==> src/rtl/mesi_snoop_responder_if.sv <==
// Snoop bus, flush handshake and local update port bundle for mesi_snoop_responder.
// slave = responder side, master = bus/controller side.
interface mesi_snoop_responder_if #(
  parameter int unsigned ADDR_W = 32,
  parameter int unsigned WAYS   = 8
);
  localparam int unsigned WAY_W = $clog2(WAYS);

  logic              bus_valid;
  logic [1:0]        bus_op;
  logic [ADDR_W-1:0] bus_addr;
  logic              bus_ready;
  logic              resp_valid;
  logic              snoop_hit;
  logic              snoop_hitm;
  logic              flush_valid;
  logic [ADDR_W-1:0] flush_addr;
  logic              flush_ready;
  logic              upd_valid;
  logic [ADDR_W-1:0] upd_addr;
  logic [WAY_W-1:0]  upd_way;
  logic [1:0]        upd_state;
  logic              proto_err;

  modport slave (
    input  bus_valid, bus_op, bus_addr, flush_ready,
    input  upd_valid, upd_addr, upd_way, upd_state,
    output bus_ready, resp_valid, snoop_hit, snoop_hitm,
    output flush_valid, flush_addr, proto_err
  );

  modport master (
    output bus_valid, bus_op, bus_addr, flush_ready,
    output upd_valid, upd_addr, upd_way, upd_state,
    input  bus_ready, resp_valid, snoop_hit, snoop_hitm,
    input  flush_valid, flush_addr, proto_err
  );
endinterface

==> src/rtl/mesi_snoop_responder.sv <==
// MESI snoop responder: tag/state lookup, HIT/HITM response, M-line flush, state commit.
// Optional SNOOP_ERR_CHECK_EN: BusUpgr hitting E/M sets a sticky proto_err.
module mesi_snoop_responder #(
  parameter int unsigned ADDR_W = 32,
  parameter int unsigned SETS   = 16,
  parameter int unsigned WAYS   = 8,
  parameter int unsigned OFF_W  = 6
) (
  input logic                   clk,
  input logic                   rst,
  mesi_snoop_responder_if.slave bus
);
  localparam int unsigned IDX_W  = $clog2(SETS);
  localparam int unsigned WAY_W  = $clog2(WAYS);
  localparam int unsigned TAG_W  = ADDR_W - OFF_W - IDX_W;
  localparam int unsigned LINE_W = ADDR_W - OFF_W;

  localparam logic [1:0] MesiM = 2'b00;
  localparam logic [1:0] MesiE = 2'b01;
  localparam logic [1:0] MesiS = 2'b10;
  localparam logic [1:0] MesiI = 2'b11;

  localparam logic [1:0] OpRd   = 2'b00;
  localparam logic [1:0] OpRdX  = 2'b01;
  localparam logic [1:0] OpUpgr = 2'b10;

  typedef enum logic [1:0] {StIdle, StLookup, StFlush, StResp} fsm_e;

  // Line array: tags are never reset, only the states are.
  logic [TAG_W-1:0] tag_q     [SETS][WAYS];
  logic [1:0]       line_st_q [SETS][WAYS];

  fsm_e              fsm_q, fsm_d;
  logic [1:0]        op_q, op_d;
  logic [LINE_W-1:0] line_q, line_d;
  logic [WAY_W-1:0]  way_q, way_d;
  logic [1:0]        nxt_st_q, nxt_st_d;
  logic              wr_en_q, wr_en_d;
  logic              rsp_hit_q, rsp_hit_d;
  logic              rsp_hitm_q, rsp_hitm_d;
  logic              bus_ready_q, bus_ready_d;
  logic              resp_valid_q, resp_valid_d;
  logic              snoop_hit_q, snoop_hit_d;
  logic              snoop_hitm_q, snoop_hitm_d;
  logic              flush_valid_q, flush_valid_d;
  logic [ADDR_W-1:0] flush_addr_q, flush_addr_d;
  logic              proto_err_q, proto_err_d;

  logic [IDX_W-1:0]  lk_idx;
  logic [TAG_W-1:0]  lk_tag;
  logic              lk_hit;
  logic [WAY_W-1:0]  lk_way;
  logic [1:0]        lk_st;

  logic [IDX_W-1:0]  upd_idx;
  logic [TAG_W-1:0]  upd_tag;
  logic              tag_we;
  logic              st_we;
  logic [IDX_W-1:0]  st_idx;
  logic [WAY_W-1:0]  st_way;
  logic [1:0]        st_val;

  assign lk_idx  = line_q[IDX_W-1:0];
  assign lk_tag  = line_q[LINE_W-1:IDX_W];
  assign upd_idx = bus.upd_addr[OFF_W +: IDX_W];
  assign upd_tag = bus.upd_addr[ADDR_W-1 -: TAG_W];

  // Scan from the top way down so the lowest matching way is the one kept.
  always_comb begin
    lk_hit = 1'b0;
    lk_way = '0;
    lk_st  = MesiI;
    for (int w = int'(WAYS) - 1; w >= 0; w--) begin
      if (tag_q[lk_idx][w] == lk_tag && line_st_q[lk_idx][w] != MesiI) begin
        lk_hit = 1'b1;
        lk_way = WAY_W'(w);
        lk_st  = line_st_q[lk_idx][w];
      end
    end
  end

  always_comb begin
    fsm_d         = fsm_q;
    op_d          = op_q;
    line_d        = line_q;
    way_d         = way_q;
    nxt_st_d      = nxt_st_q;
    wr_en_d       = wr_en_q;
    rsp_hit_d     = rsp_hit_q;
    rsp_hitm_d    = rsp_hitm_q;
    resp_valid_d  = 1'b0;
    snoop_hit_d   = 1'b0;
    snoop_hitm_d  = 1'b0;
    flush_valid_d = flush_valid_q;
    flush_addr_d  = flush_addr_q;
    proto_err_d   = proto_err_q;
    tag_we        = 1'b0;
    st_we         = 1'b0;
    st_idx        = upd_idx;
    st_way        = bus.upd_way;
    st_val        = bus.upd_state;

    unique case (fsm_q)
      StIdle: begin
        if (bus.upd_valid) begin
          tag_we = 1'b1;
          st_we  = 1'b1;
        end
        if (bus.bus_valid) begin
          op_d   = bus.bus_op;
          line_d = bus.bus_addr[ADDR_W-1:OFF_W];
          fsm_d  = StLookup;
        end
      end

      StLookup: begin
        way_d      = lk_way;
        nxt_st_d   = lk_st;
        wr_en_d    = 1'b0;
        rsp_hit_d  = 1'b0;
        rsp_hitm_d = 1'b0;
        // Op 2'b11 is accepted but treated as a miss.
        if (lk_hit && op_q != 2'b11) begin
          wr_en_d    = 1'b1;
          rsp_hit_d  = (lk_st != MesiM);
          rsp_hitm_d = (lk_st == MesiM);
          nxt_st_d   = (op_q == OpRd) ? MesiS : MesiI;
`ifdef SNOOP_ERR_CHECK_EN
          if (op_q == OpUpgr && lk_st != MesiS) begin
            proto_err_d = 1'b1;
          end
`endif
        end
        if (lk_hit && lk_st == MesiM && (op_q == OpRd || op_q == OpRdX)) begin
          fsm_d         = StFlush;
          flush_valid_d = 1'b1;
          flush_addr_d  = {line_q, {OFF_W{1'b0}}};
        end else begin
          fsm_d        = StResp;
          resp_valid_d = 1'b1;
          snoop_hit_d  = rsp_hit_d;
          snoop_hitm_d = rsp_hitm_d;
        end
      end

      StFlush: begin
        if (bus.flush_ready) begin
          flush_valid_d = 1'b0;
          fsm_d         = StResp;
          resp_valid_d  = 1'b1;
          snoop_hit_d   = rsp_hit_q;
          snoop_hitm_d  = rsp_hitm_q;
        end
      end

      StResp: begin
        st_we  = wr_en_q;
        st_idx = lk_idx;
        st_way = way_q;
        st_val = nxt_st_q;
        fsm_d  = StIdle;
      end

      default: fsm_d = StIdle;
    endcase

    bus_ready_d = (fsm_d == StIdle);
  end

  always_ff @(posedge clk or posedge rst) begin
    if (rst) begin
      fsm_q         <= StIdle;
      op_q          <= 2'b00;
      line_q        <= '0;
      way_q         <= '0;
      nxt_st_q      <= MesiI;
      wr_en_q       <= 1'b0;
      rsp_hit_q     <= 1'b0;
      rsp_hitm_q    <= 1'b0;
      bus_ready_q   <= 1'b1;
      resp_valid_q  <= 1'b0;
      snoop_hit_q   <= 1'b0;
      snoop_hitm_q  <= 1'b0;
      flush_valid_q <= 1'b0;
      flush_addr_q  <= '0;
      proto_err_q   <= 1'b0;
    end else begin
      fsm_q         <= fsm_d;
      op_q          <= op_d;
      line_q        <= line_d;
      way_q         <= way_d;
      nxt_st_q      <= nxt_st_d;
      wr_en_q       <= wr_en_d;
      rsp_hit_q     <= rsp_hit_d;
      rsp_hitm_q    <= rsp_hitm_d;
      bus_ready_q   <= bus_ready_d;
      resp_valid_q  <= resp_valid_d;
      snoop_hit_q   <= snoop_hit_d;
      snoop_hitm_q  <= snoop_hitm_d;
      flush_valid_q <= flush_valid_d;
      flush_addr_q  <= flush_addr_d;
      proto_err_q   <= proto_err_d;
    end
  end

  always_ff @(posedge clk or posedge rst) begin
    if (rst) begin
      for (int s = 0; s < int'(SETS); s++) begin
        for (int w = 0; w < int'(WAYS); w++) begin
          line_st_q[s][w] <= MesiI;
        end
      end
    end else if (st_we) begin
      line_st_q[st_idx][st_way] <= st_val;
    end
  end

  always_ff @(posedge clk) begin
    if (tag_we) begin
      tag_q[upd_idx][bus.upd_way] <= upd_tag;
    end
  end

  assign bus.bus_ready   = bus_ready_q;
  assign bus.resp_valid  = resp_valid_q;
  assign bus.snoop_hit   = snoop_hit_q;
  assign bus.snoop_hitm  = snoop_hitm_q;
  assign bus.flush_valid = flush_valid_q;
  assign bus.flush_addr  = flush_addr_q;
  assign bus.proto_err   = proto_err_q;
endmodule

==> src/flat_wrapper.sv <==
// flat-port wrapper written by rule: the top's interface ports become plain ports
module mesi_snoop_responder_flat 
#(
  parameter int unsigned ADDR_W = 32,
  parameter int unsigned SETS   = 16,
  parameter int unsigned WAYS   = 8,
  parameter int unsigned OFF_W  = 6
)
  (clk, rst, bus_bus_valid, bus_bus_op, bus_bus_addr, bus_flush_ready, bus_upd_valid, bus_upd_addr, bus_upd_way, bus_upd_state, bus_bus_ready, bus_resp_valid, bus_snoop_hit, bus_snoop_hitm, bus_flush_valid, bus_flush_addr, bus_proto_err);
  mesi_snoop_responder_if #(.ADDR_W(ADDR_W), .WAYS(WAYS)) bus_i ();
  input logic clk;
  input logic rst;
  input wire logic [$bits(bus_i.bus_valid)-1:0] bus_bus_valid;
  input wire logic [$bits(bus_i.bus_op)-1:0] bus_bus_op;
  input wire logic [$bits(bus_i.bus_addr)-1:0] bus_bus_addr;
  input wire logic [$bits(bus_i.flush_ready)-1:0] bus_flush_ready;
  input wire logic [$bits(bus_i.upd_valid)-1:0] bus_upd_valid;
  input wire logic [$bits(bus_i.upd_addr)-1:0] bus_upd_addr;
  input wire logic [$bits(bus_i.upd_way)-1:0] bus_upd_way;
  input wire logic [$bits(bus_i.upd_state)-1:0] bus_upd_state;
  output wire logic [$bits(bus_i.bus_ready)-1:0] bus_bus_ready;
  output wire logic [$bits(bus_i.resp_valid)-1:0] bus_resp_valid;
  output wire logic [$bits(bus_i.snoop_hit)-1:0] bus_snoop_hit;
  output wire logic [$bits(bus_i.snoop_hitm)-1:0] bus_snoop_hitm;
  output wire logic [$bits(bus_i.flush_valid)-1:0] bus_flush_valid;
  output wire logic [$bits(bus_i.flush_addr)-1:0] bus_flush_addr;
  output wire logic [$bits(bus_i.proto_err)-1:0] bus_proto_err;
  assign bus_i.bus_valid = bus_bus_valid;
  assign bus_i.bus_op = bus_bus_op;
  assign bus_i.bus_addr = bus_bus_addr;
  assign bus_i.flush_ready = bus_flush_ready;
  assign bus_i.upd_valid = bus_upd_valid;
  assign bus_i.upd_addr = bus_upd_addr;
  assign bus_i.upd_way = bus_upd_way;
  assign bus_i.upd_state = bus_upd_state;
  assign bus_bus_ready = bus_i.bus_ready;
  assign bus_resp_valid = bus_i.resp_valid;
  assign bus_snoop_hit = bus_i.snoop_hit;
  assign bus_snoop_hitm = bus_i.snoop_hitm;
  assign bus_flush_valid = bus_i.flush_valid;
  assign bus_flush_addr = bus_i.flush_addr;
  assign bus_proto_err = bus_i.proto_err;
  mesi_snoop_responder #(.ADDR_W(ADDR_W), .SETS(SETS), .WAYS(WAYS), .OFF_W(OFF_W)) u_core (.clk(clk), .rst(rst), .bus(bus_i));
endmodule
==> config.mk <==
export PLATFORM = sky130hd
export DESIGN_NAME = mesi_snoop_responder_flat
export DESIGN_NICKNAME = d
export VERILOG_FILES = /design/src/rtl/mesi_snoop_responder_if.sv /design/src/rtl/mesi_snoop_responder.sv /design/src/flat_wrapper.sv
export SDC_FILE = /design/constraint.sdc
export NUM_CORES = 2
export LEC_CHECK = 0
export ABC_AREA = 1
export BUFFER_PORTS_ARGS = -buffer_cell sky130_fd_sc_hd__buf_4
export CAP_MARGIN = 40
export CORE_MARGIN = 4
export CORE_UTILIZATION = 39
export DETAILED_ROUTE_END_ITERATION = 7
export PLACE_DENSITY = 0.5
export SYNTH_ARGS = -nofsm -noshare
export SYNTH_HDL_FRONTEND = slang
export SYNTH_SLANG_ARGS = --single-unit
==> constraint.sdc <==
create_clock -name clk -period 10.95 [get_ports clk]
set_input_delay 1.6425 -clock clk [delete_from_list [all_inputs] [get_ports clk]]
set_output_delay 1.6425 -clock clk [all_outputs]
set_load 0.1 [all_outputs]
==> summary.txt <==
CTS
  • CTS tree: done
  • Setup Buffers After CTS: 0
  • Clock tree root buffer cell: clkbuf_16
  • Clock Latency Late Sink: roughly 0.94 ns
  • Hold_buf cts: 0
  • CTS buffer count: about 340
  • Clock-pin slew on the worst setup and hold paths: around 0.060 ns
  • # resized after CTS: 0
  • CTS H-tree depth: 5
  • CTS sink count: 3,141
  • CTS max path bufs: 4

GRT
  • Global-route wire length before repair: ~610 mm
  • Gr ovfl total: 0
  • Antenna violations before repair: 35
  • Gr usage total: 24.4%
  • Largest net degree at the start of global routing: 217
  • Vias in the first global route: roughly 85,000

Worst setup path
  • CP Cell Sequence: buf_4, buf_4, o21ai_0, o22ai_1, nor2_1, o22ai_1, a21oi_1, nand3b_1, nor2_1, nand3_1, inv_1, and2_1, a21oi_2, nand2_1, inv_2, nand3_4, nand2_1, o21ai_1
  • CP max stage delay: ~0.91 ns
  • CP max-delay cell: dfrtp_4
  • CP endpoint kind: register
  • Crit Path Category: reg2reg
  • FF-to-FF setup slack: slightly above 4 ns
  • Crit path launch: u_core.line_q[1]
  • Critical path fanouts, max: 62
  • R2r startpoint: u_core.line_q[1]
  • Worst Path Required: ~12 ns
  • Startpoint type of the worst setup path: register
  • Worst Reg-to-Reg Cells: 18
  • Critical register-to-register path endpoint: u_core.bus.flush_addr[29]
  • Crit path DAT: between 7 and 8 ns

Run
  • Total of max-cap violations: 0

STA
  • RSZ-0062 raised after global routing: no
  • Final period util: between 60% and 70%
  • TNS Setup: 0 ns
  • Clock Skew: approximately 0.055 ns
  • Fmax achieved: ~0.15 GHz
  • Pins Over Slew Limit: 0
  • Max-slew headroom: 32.1%
  • Final Hold Viols: 0
  • Final setup fails: 0
  • Least-Margin Pin Slew: a little over 1 ns
  • Crit path time final: around 6.8 ns

Synth
  • Netlist cell types: between 40 and 50
  • Cell Area, Synth: ~130,000 sq um
  • Yosys warns: 0
  • Post-synthesis sequential element count: roughly 3,100
  • Cells after synthesis: between 10,000 and 15,000
  • Synth area leaders: edfxtp_1 (65%), nand2_1 (6.9%), dfstp_2 (5.2%)
  • Synth area leader: edfxtp_1
  • Avg Cell Area, Syn: around 12 sq um
  • Post-synth top area share: 64.9%
  • Seq/Total Area, Yosys: between 70% and 80%

Cells and area
  • Area of the multi-input gates: around 33,000 sq um
  • Sequential cell area: between 90,000 and 100,000 sq um
  • Post-route insts no fill: 16,000
  • Nets: 11,400
  • Layout filler cell count: slightly above 30,000
  • Fraction of layout cells with a size suffix above 1: a little under an eighth
  • Area grow syn2layout: 13.2%
  • Commonest non-fill, non-tap cell in the layout: edfxtp_1
  • Commonest non-fill, non-tap cells in the layout: edfxtp_1 (2,816), nand2_1 (2,405), nor2_1 (1,432)

Routing
  • WL per Instance: 26.9 microns
  • Vias per cell: between 5 and 6
  • Post-route DRC violation count: 0
  • Drt total wl: around 430 mm
  • DRT iter0 DRCs: just over 10,000
  • Post-DRT Antenna Nets: 0
  • TritonRoute pass-1 iters: 6
  • Via Count: 89,300

Floorplanning
  • Die Span Y: 586 microns
  • Row count: around 210
  • IO Pins: between 100 and 150
  • Core area: ~330,000 sq um
  • Die ar.: about 340,000 sq um
  • Die width: between 500 and 600 microns
  • Initial Util: 39.1%

Hold path
  • Min-delay src: u_core.line_st_q[89]
  • Worst hold endpoint: u_core.line_st_q[89]
  • Hold crit path type: reg2reg
  • Hold depth: 2

Pwr
  • Switch share: between 30% and 40%
  • Logic pwr share: around a third
  • Leakage power: 50.9 nW
  • Clk pwr share: 30.1%
  • Int Power: roughly 0.023 W
  • Pwr/cell area: about 250 nW/um^2
  • VDD IR max: around 210 uV
  • Sw Pwr: roughly 0.014 W
  • Sequential share of power: between 30% and 40%

Placed design
  • Port Buffers: 94
  • DP Wirelength: 233 mm
  • Routability congestion estimate: between 0.8 and 0.9
  • Placed Instances: 15,400

Outcome
  • Status: complete, no violations
-- registers in the layout, indices dropped and copies added, names as in the netlist, 2 cells and up --
name                   flops
u_core.line_q             26
u_core.nxt_st_q            2
u_core.bus.flush_addr     26
u_core.line_st_q         256
u_core.tag_q            2816
u_core.fsm_q               2
u_core.op_q                2
u_core.way_q               3
-- worst max path at each step --
stage	end	slack [ns]	cells past startpoint
after floorplan	u_core.bus.flush_addr[10]	0.74	1
after global placement	u_core.bus.flush_addr[15]	4.36	18
after detailed placement	u_core.bus.flush_addr[16]	4.41	18
after CTS	u_core.bus.flush_addr[16]	4.34	18
after global routing	u_core.bus.flush_addr[31]	3.83	18
final	u_core.bus.flush_addr[29]	4.11	18
-- power by group through the flow --
stage	clock network [W]	registers, W	logic (W)
floorplan	0	0.0137	0.00784
global placement	0	0.0139	0.0121
detailed placement	0	0.0138	0.0123
CTS	0.0114	0.0136	0.0123
global route	0.0119	0.0136	0.0135
finish	0.0112	0.0136	0.0124
-- kinds of logic after synthesis --
family	synth area share, %
XOR/XNOR	0.316
AO/OA/AOI/OAI	8.88
other	0.00288
flip-flops	71.3
AND/OR/NAND/NOR	15.5
adder cells (fa/ha/maj)	0.0480
multiplexers	0.0154
buffers and inverters	3.92
-- metal layers --
layer	wire [microns]	vias to the layer above	track usage (%)
li1	-	40000	-
met1	182000	44900	33.9
met2	197000	3664	38.5
met3	34900	690	4.08
met4	16700	2	9.20
met5	7	-	0
-- cell type report --
| type | instances | share of cell area, % |
|---|---|---|
| diodes | 27 | 0.0458 |
| well taps | 4387 | 3.72 |
| multi-input cells | 7124 | 22.2 |
| repair buffers | 427 | 2.93 |
| flip-flops and latches | 3141 | 63.0 |
| clock buffers | 444 | 6.13 |
| inverters | 297 | 0.793 |
| clock inverters | 178 | 1.16 |
-- synth_stat cells (all sizes together) --
| master | n |
|---|---|
| o221ai | 132 |
| dfstp | 259 |
| o21ai | 1415 |
| a31oi | 4 |
| ha | 5 |
| o32ai | 2 |
| a211oi | 1 |
| edfxtp | 2816 |
| nor2 | 1569 |
| o22ai | 196 |
| conb | 1 |
| a21oi | 84 |
| buf | 535 |
| and2 | 1 |
| inv | 287 |
| clkbuf | 193 |
| nand3b | 2 |
| nor3 | 10 |
| nand4 | 8 |
| or2 | 12 |
| dfrtp | 66 |
| a22oi | 1 |
| clkinv | 10 |
| o211ai | 211 |
| nand2 | 2406 |
| o21bai | 1 |
| mux2i | 2 |
| nand3 | 1008 |
| xor2 | 47 |
-- critical path: cells and delay by family (launching register included) --
kind	cells	cell delay, ns
compound gates	6	1.89
buf+inv	4	1.84
flops	1	0.91
simple gates	8	1.78
-- through the flow --
| stage | setup slack (ns) | hold WS, ns | utilization, % | total power, W | area [sq um] |
|---|---|---|---|---|---|
| after floorplan | 0.738 | 0.449 | - | 0.0216 | 130000 |
| after global placement | 4.36 | 0.470 | 40.7 | 0.0259 | 136000 |
| after detailed placement | 4.41 | 0.474 | 41.0 | 0.0262 | 137000 |
| after CTS | 4.34 | 0.487 | 44.3 | 0.0374 | 147000 |
| after global routing | 3.83 | 0.498 | 44.3 | 0.0390 | 148000 |
| final | 4.11 | 0.487 | 44.3 | 0.0372 | 148000 |
No activity file was read; power rests on OpenSTA's default activity.
